$ cat config.mk
export PLATFORM = sky130hd
export DESIGN_NAME = conv3x3_stage
export DESIGN_NICKNAME = d
export VERILOG_FILES = /design/src/rtl/conv_pkg.sv /design/src/rtl/conv_row_mac.sv /design/src/rtl/conv3x3_stage.sv
export SDC_FILE = /design/constraint.sdc
export NUM_CORES = 2
export LEC_CHECK = 0
export ABC_AREA = 1
export CAP_MARGIN = 20
export CELL_PAD_IN_SITES_DETAIL_PLACEMENT = 1
export CELL_PAD_IN_SITES_GLOBAL_PLACEMENT = 1
export CORE_ASPECT_RATIO = 1.25
export CORE_MARGIN = 2
export CORE_UTILIZATION = 40
export CTS_CLUSTER_SIZE = 20
export DETAILED_ROUTE_END_ITERATION = 8
export DONT_BUFFER_PORTS = 1
export PLACE_DENSITY_LB_ADDON = 0.1
export REMOVE_ABC_BUFFERS = 1
export SYNTH_ARGS = -nofsm -noshare
export SYNTH_HDL_FRONTEND = slang
export SYNTH_HIERARCHICAL = 1
export SYNTH_SLANG_ARGS = --single-unit
$ cat constraint.sdc
create_clock -name clk -period 3.8 [get_ports clk]
set_input_delay 0.38 -clock clk [delete_from_list [all_inputs] [get_ports clk]]
set_output_delay 0.38 -clock clk [all_outputs]
set_load 0.005 [all_outputs]
$ cat src/rtl/conv_pkg.sv
// Shared widths, coefficient indices and reset kernel for the 3x3 convolution stage.
package conv_pkg;

  localparam int DW_DEF   = 8;
  localparam int CW_DEF   = 8;
  localparam int PROD_W   = DW_DEF + 1 + CW_DEF;  // zero-extended pixel times signed coef
  localparam int ROW_W    = PROD_W + 2;
  localparam int ACC_W    = ROW_W + 2;
  localparam int NUM_COEF = 9;

  localparam int COEF_TL = 0;
  localparam int COEF_TC = 1;
  localparam int COEF_TR = 2;
  localparam int COEF_ML = 3;
  localparam int COEF_C  = 4;
  localparam int COEF_MR = 5;
  localparam int COEF_BL = 6;
  localparam int COEF_BC = 7;
  localparam int COEF_BR = 8;

  // Identity kernel: unity gain on the centre tap once the output shift is applied.
  function automatic logic signed [CW_DEF-1:0] ident_coef(input int idx, input int shift);
    logic signed [CW_DEF-1:0] v;
    v = '0;
    if (idx == COEF_C) v = CW_DEF'(1 << shift);
    return v;
  endfunction

endpackage

$ cat src/rtl/conv_row_mac.sv
// One kernel row: three registered products, then a registered row sum (stages 1-2).
module conv_row_mac
  import conv_pkg::*;
#(
  parameter int DW = DW_DEF,
  parameter int CW = CW_DEF
) (
  input  logic                     clk,
  input  logic [DW-1:0]            pix_a,
  input  logic [DW-1:0]            pix_b,
  input  logic [DW-1:0]            pix_c,
  input  logic signed [CW-1:0]     coef_a,
  input  logic signed [CW-1:0]     coef_b,
  input  logic signed [CW-1:0]     coef_c,
  output logic signed [ROW_W-1:0]  row_sum_p2
);

  logic signed [DW:0]         pix_s   [3];
  logic signed [CW-1:0]       coef_s  [3];
  logic signed [PROD_W-1:0]   prod_p1 [3];

  assign pix_s[0]  = {1'b0, pix_a};
  assign pix_s[1]  = {1'b0, pix_b};
  assign pix_s[2]  = {1'b0, pix_c};
  assign coef_s[0] = coef_a;
  assign coef_s[1] = coef_b;
  assign coef_s[2] = coef_c;

  // Stage 1: products
  always_ff @(posedge clk) begin
    for (int i = 0; i < 3; i++) begin
      prod_p1[i] <= PROD_W'(pix_s[i]) * PROD_W'(coef_s[i]);
    end
  end

  // Stage 2: row sum
  always_ff @(posedge clk) begin
    row_sum_p2 <= ROW_W'(prod_p1[0]) + ROW_W'(prod_p1[1]) + ROW_W'(prod_p1[2]);
  end

endmodule

$ cat src/rtl/conv3x3_stage.sv
// 3x3 convolution stage: loadable signed kernel, round/shift/saturate, line and frame markers.
module conv3x3_stage
  import conv_pkg::*;
#(
  parameter int DW    = DW_DEF,
  parameter int CW    = CW_DEF,
  parameter int SHIFT = 4,
  parameter int IMG_W = 256,
  parameter int IMG_H = 256
) (
  input  logic                 clk,
  input  logic                 rst,
  input  logic                 in_valid,
  input  logic [DW-1:0]        pix1,
  input  logic [DW-1:0]        pix2,
  input  logic [DW-1:0]        pix3,
  input  logic [DW-1:0]        pix4,
  input  logic [DW-1:0]        pix5,
  input  logic [DW-1:0]        pix6,
  input  logic [DW-1:0]        pix7,
  input  logic [DW-1:0]        pix8,
  input  logic [DW-1:0]        pix9,
  input  logic                 coef_we,
  input  logic [3:0]           coef_addr,
  input  logic signed [CW-1:0] coef_data,
  output logic                 out_valid,
  output logic [DW-1:0]        pix_out,
  output logic                 line_done,
  output logic                 frame_done
);

  localparam int COL_W   = (IMG_W > 1) ? $clog2(IMG_W) : 1;
  localparam int ROWC_W  = (IMG_H > 1) ? $clog2(IMG_H) : 1;
  localparam int RND     = (SHIFT > 0) ? (1 << (SHIFT - 1)) : 0;
  localparam int PIX_MAX = (1 << DW) - 1;

  logic [DW-1:0]             win        [NUM_COEF];
  logic signed [CW-1:0]      coef       [NUM_COEF];
  logic signed [ROW_W-1:0]   row_sum_p2 [3];
  logic signed [ACC_W-1:0]   acc_p2;
  logic [DW-1:0]             pix_res;
  logic                      vld_p1, vld_p2;
  logic [COL_W-1:0]          col;
  logic [ROWC_W-1:0]         row;
  logic                      col_last, row_last;

  function automatic logic signed [ACC_W-1:0] round_shift(input logic signed [ACC_W-1:0] acc);
    logic signed [ACC_W-1:0] biased;
    biased = acc + ACC_W'(RND);
    return biased >>> SHIFT;
  endfunction

  function automatic logic [DW-1:0] saturate(input logic signed [ACC_W-1:0] v);
    logic [DW-1:0] r;
    if (v < 0)                      r = '0;
    else if (v > ACC_W'(PIX_MAX))   r = '1;
    else                            r = v[DW-1:0];
    return r;
  endfunction

  assign win[0] = pix1;
  assign win[1] = pix2;
  assign win[2] = pix3;
  assign win[3] = pix4;
  assign win[4] = pix5;
  assign win[5] = pix6;
  assign win[6] = pix7;
  assign win[7] = pix8;
  assign win[8] = pix9;

  // The write lands on the same edge that captures products, so a coincident sample sees the old tap.
  always_ff @(posedge clk or posedge rst) begin
    if (rst) begin
      for (int i = 0; i < NUM_COEF; i++) coef[i] <= CW'(ident_coef(i, SHIFT));
    end else if (coef_we) begin
      for (int i = 0; i < NUM_COEF; i++) begin
        if (coef_addr == 4'(i)) coef[i] <= coef_data;
      end
    end
  end

  for (genvar r = 0; r < 3; r++) begin : g_row
    conv_row_mac #(.DW(DW), .CW(CW)) u_mac (
      .clk        (clk),
      .pix_a      (win[3*r]),
      .pix_b      (win[3*r+1]),
      .pix_c      (win[3*r+2]),
      .coef_a     (coef[3*r]),
      .coef_b     (coef[3*r+1]),
      .coef_c     (coef[3*r+2]),
      .row_sum_p2 (row_sum_p2[r])
    );
  end

  // Stage 3: total, round, shift, clamp
  assign acc_p2  = ACC_W'(row_sum_p2[0]) + ACC_W'(row_sum_p2[1]) + ACC_W'(row_sum_p2[2]);
  assign pix_res = saturate(round_shift(acc_p2));

  assign col_last = (col == COL_W'(IMG_W - 1));
  assign row_last = (row == ROWC_W'(IMG_H - 1));

  always_ff @(posedge clk or posedge rst) begin
    if (rst) begin
      vld_p1     <= 1'b0;
      vld_p2     <= 1'b0;
      out_valid  <= 1'b0;
      pix_out    <= '0;
      line_done  <= 1'b0;
      frame_done <= 1'b0;
      col        <= '0;
      row        <= '0;
    end else begin
      vld_p1     <= in_valid;
      vld_p2     <= vld_p1;
      out_valid  <= vld_p2;
      line_done  <= 1'b0;
      frame_done <= 1'b0;
      if (vld_p2) begin
        pix_out <= pix_res;
        if (col_last) begin
          col       <= '0;
          line_done <= 1'b1;
          if (row_last) begin
            row        <= '0;
            frame_done <= 1'b1;
          end else begin
            row <= row + 1'b1;
          end
        end else begin
          col <= col + 1'b1;
        end
      end
    end
  end

endmodule

==> metrics.csv <==
stage;metric;value;unit
floorplan;start_util;40.2;%
sta;setup_viol;14;
clock_tree;cts.sinks;311;
final_layout;final_util;48.2;%
logic_synthesis;dominantRegCellSynth;dfxtp_1;
sta;timing.final.crit_share;102;%
global_route;grt_max_degree;102;
worst_setup_path;timing.rr.start;coef[15]$_DFFE_PP0P_;
min_path;hold_depth;3;
placed_design;numPortBuffers;0;
worst_setup_path;worstRegToRegCells;18;
sta;maxSlewViolCount;0;
logic_synthesis;yosys.area.top_type_share;23.2;%
sta;finalHoldViolations;0;
logic_synthesis;yosys.area.top_type;fa_1;
floorplan;pin_count;99;
logic_synthesis;synthXorXnorAreaFrac;2.83;%
logic_synthesis;yosysMostFrequentCell;nand2_1;
logic_synthesis;synthTopCellsByArea;fa_1 (23%), ha_1 (17%), nand2_1 (13%);
worst_setup_path;path_max_fanout;2;
global_route;grt.total_usage;23.1;%
run_status;failed_checks;negative setup slack;
logic_synthesis;synth.distinct_cells;42;
drt;drt_pass1_iterations;5;
sta;fmax;259;MHz
logic_synthesis;avgSynthCellArea;7.70;um^2
logic_synthesis;synth-async-reset-ratio;32.5;%
logic_synthesis;synth-compound-area-share;4.69;%
clock_tree;clk_pin_slew;60;ps
drt;remaining_drc_errors;0;
floorplan;dieArea;89800;um^2
global_route;overflow;0;
global_route;grt_pass1_wl;162000;um
placed_design;dpl_cell_area;37600;um^2
worst_setup_path;rrSetupSlack;-70;ps
final_layout;layout-drive-gt1-share;18.3;%
drt;viasPerCell;4.75;
worst_setup_path;rr_endpoint;g_row[2].u_mac/prod_p1[0][32]$_DFF_P_;
floorplan;die_x;268;um
sta;rsz0062_at_grt;true;
run_status;status;complete, but fails checks;
global_route;grt_pass1_vias;30679;
worst_setup_path;worstPathRequired;4260;ps
clock_tree;clock_path_buffers;3;
logic_synthesis;syn_inst;4542;
logic_synthesis;synthAdderAreaFrac;40.2;%
sta;setup_ws;-68.5;ps
logic_synthesis;synth_area;35000;um^2
sta;worst_pin_slew;1110;ps
sta;fin_crit;3870;ps
min_path;min_to;g_row[1].u_mac/prod_p1[0][19]$_DFF_P_;
final_layout;nNetsFinal;5705;
final_layout;syn_to_final_growth;19.9;%
clock_tree;cts_tree;yes;
drt;drt-total-wl;102000;um
worst_setup_path;cp-end-kind;flop;
worst_setup_path;worstPathArrival;4330;ps
min_path;min-delay-path-class;primary input to flop;
drt;vias;28193;
min_path;worstHoldStart;pix5[0];
logic_synthesis;synth_seq_cells;311;
clock_tree;cts_made_buffers;40;
global_route;antenna_found_initial;6;
floorplan;fp.coreArea;86900;um^2
placed_design;dpl.hpwl;82100;um
worst_setup_path;critPathKind;flop to flop;
floorplan;die_h;335;um
sta;fin_skew;20.6;ps
drt;drtIter0Drc;915;
final_layout;n_fill_cell;10572;
drt;ant_nets;0;
clock_tree;clock-root-buffer;clkbuf_16;
logic_synthesis;yosysWarningCount;6;
logic_synthesis;synth_top_family_by_area;adder cells;
logic_synthesis;synth_edf_count;0;
logic_synthesis;ys_top_cells_by_count;nand2_1 (1197), inv_1 (1140), ha_1 (476), fa_1 (405), dfxtp_1 (210);
final_layout;final_cells;5937;
placed_design;place.gp.congestion;0.847;
clock_tree;insertion_delay;580;ps
final_layout;fin_area;41900;um^2
logic_synthesis;synth_mux_area_share;0;%
final_layout;multi_input_area;25400;um^2
logic_synthesis;yosysSeqAreaShare;19.3;%
sta;slew_headroom;26.0;%
clock_tree;h-tree-depth;2;
final_layout;regArea;6770;um^2
logic_synthesis;synth_simple_gate_area_share;19.0;%
floorplan;fp-row-count;121;
worst_setup_path;cp-start-kind;flop;
placed_design;dp_cells;5791;
run;cap_violations;0;
drt;wl_per_cell;17.1;um
[logic make-up after synthesis]
logic type,count (synthesis)
AND/OR/NAND/NOR,1640
buffers and inverters,1296
adder cells (fa/ha/maj),881
flip-flops,311
AO/OA/AOI/OAI,301
XOR/XNOR,113
[state kept, by name, summed over array words and instances, names as in the netlist]
register                count
vld_p2                      1
vld_p1                      1
coef                       72
frame_done                  1
pix_out                     8
out_valid                   1
row                         8
g_row.u_mac/row_sum_p2     57
col                         8
line_done                   1
g_row.u_mac/prod_p1       153
[per-stage QoR]
stage / TNS [ps] / hold slack [ps] / setup slack (ps)
global placement: -7870 / 345 / -290
detailed placement: -11730 / 342 / -342
floorplan: -5030 / 331 / -310
global route: -7280 / 39.8 / -211
CTS: -710 / 4.34 / -119
finish: -377 / 47.5 / -68.5
[routing by layer]
metal | track usage, % | up-vias | part of all wire, % | routed length, um
li1 | - | 13844 | - | -
met1 | 28.2 | 13953 | 42 | 42400
met2 | 42.7 | 271 | 53 | 53300
met3 | 2.41 | 125 | 2.6 | 2680
met4 | 6.76 | 0 | 3.0 | 3080
met5 | 0 | - | 0 | 0
[worst max-delay path: stages (launching register included)]
cell      delay (ps)
dfrtp_1          370
clkinv_2          70
or2_4            230
fa_1             490
fa_1             520
inv_2             40
fa_1             470
inv_1             50
fa_2             540
inv_2             50
ha_4             170
a21oi_2          190
nor2_1            60
nor2_1           150
nand2_2          100
nand2_2           80
nand2_1           50
nand2_1           60
nand2_1           50
[cell type report]
type | instances | share of cell area (%)
Antenna cell | 4 | 0.0239
Inverter | 1150 | 10.3
Multi-Input combinational cell | 2935 | 60.7
Tap cell | 1168 | 3.49
Sequential cell | 311 | 16.2
Clock inverter | 18 | 0.579
Clock buffer | 53 | 2.80
Timing Repair Buffer | 298 | 5.87
[worst max path at each step]
stage | start | to | depth (start not counted)
global route | coef[15]$_DFFE_PP0P_ | g_row[2].u_mac/prod_p1[0][32]$_DFF_P_ | 18
global placement | coef[55]$_DFFE_PP0P_ | g_row[0].u_mac/prod_p1[0][48]$_DFF_P_ | 18
floorplan | coef[63]$_DFFE_PP0P_ | g_row[0].u_mac/prod_p1[0][31]$_DFF_P_ | 18
CTS | coef[15]$_DFFE_PP0P_ | g_row[2].u_mac/prod_p1[0][31]$_DFF_P_ | 17
finish | coef[15]$_DFFE_PP0P_ | g_row[2].u_mac/prod_p1[0][32]$_DFF_P_ | 18
detailed placement | coef[55]$_DFFE_PP0P_ | g_row[0].u_mac/prod_p1[0][50]$_DFF_P_ | 16
[repair_timing]
item                                   4_1_cts  5_1_grt
hold buffers                                12        0
setup buffers                               17       46
endpoints found under the hold margin      113        0
setup endpoints to repair                   75       82
gates resized for setup                    235      345
pin swaps                                  140      248
[cell usage in the layout (no fill, tap or decap), types with 93 or more instances in the layout]
master	n
nor2_1	146
nand2_1	1105
fa_1	376
buf_4	242
o21ai_0	105
nand2_2	93
dfxtp_1	210
inv_1	1075
nand3_1	94
ha_1	413
Power is left out: the tool's default activity adds up to more than one toggle a clock period on the data nets, which glitch-free logic cannot reach.
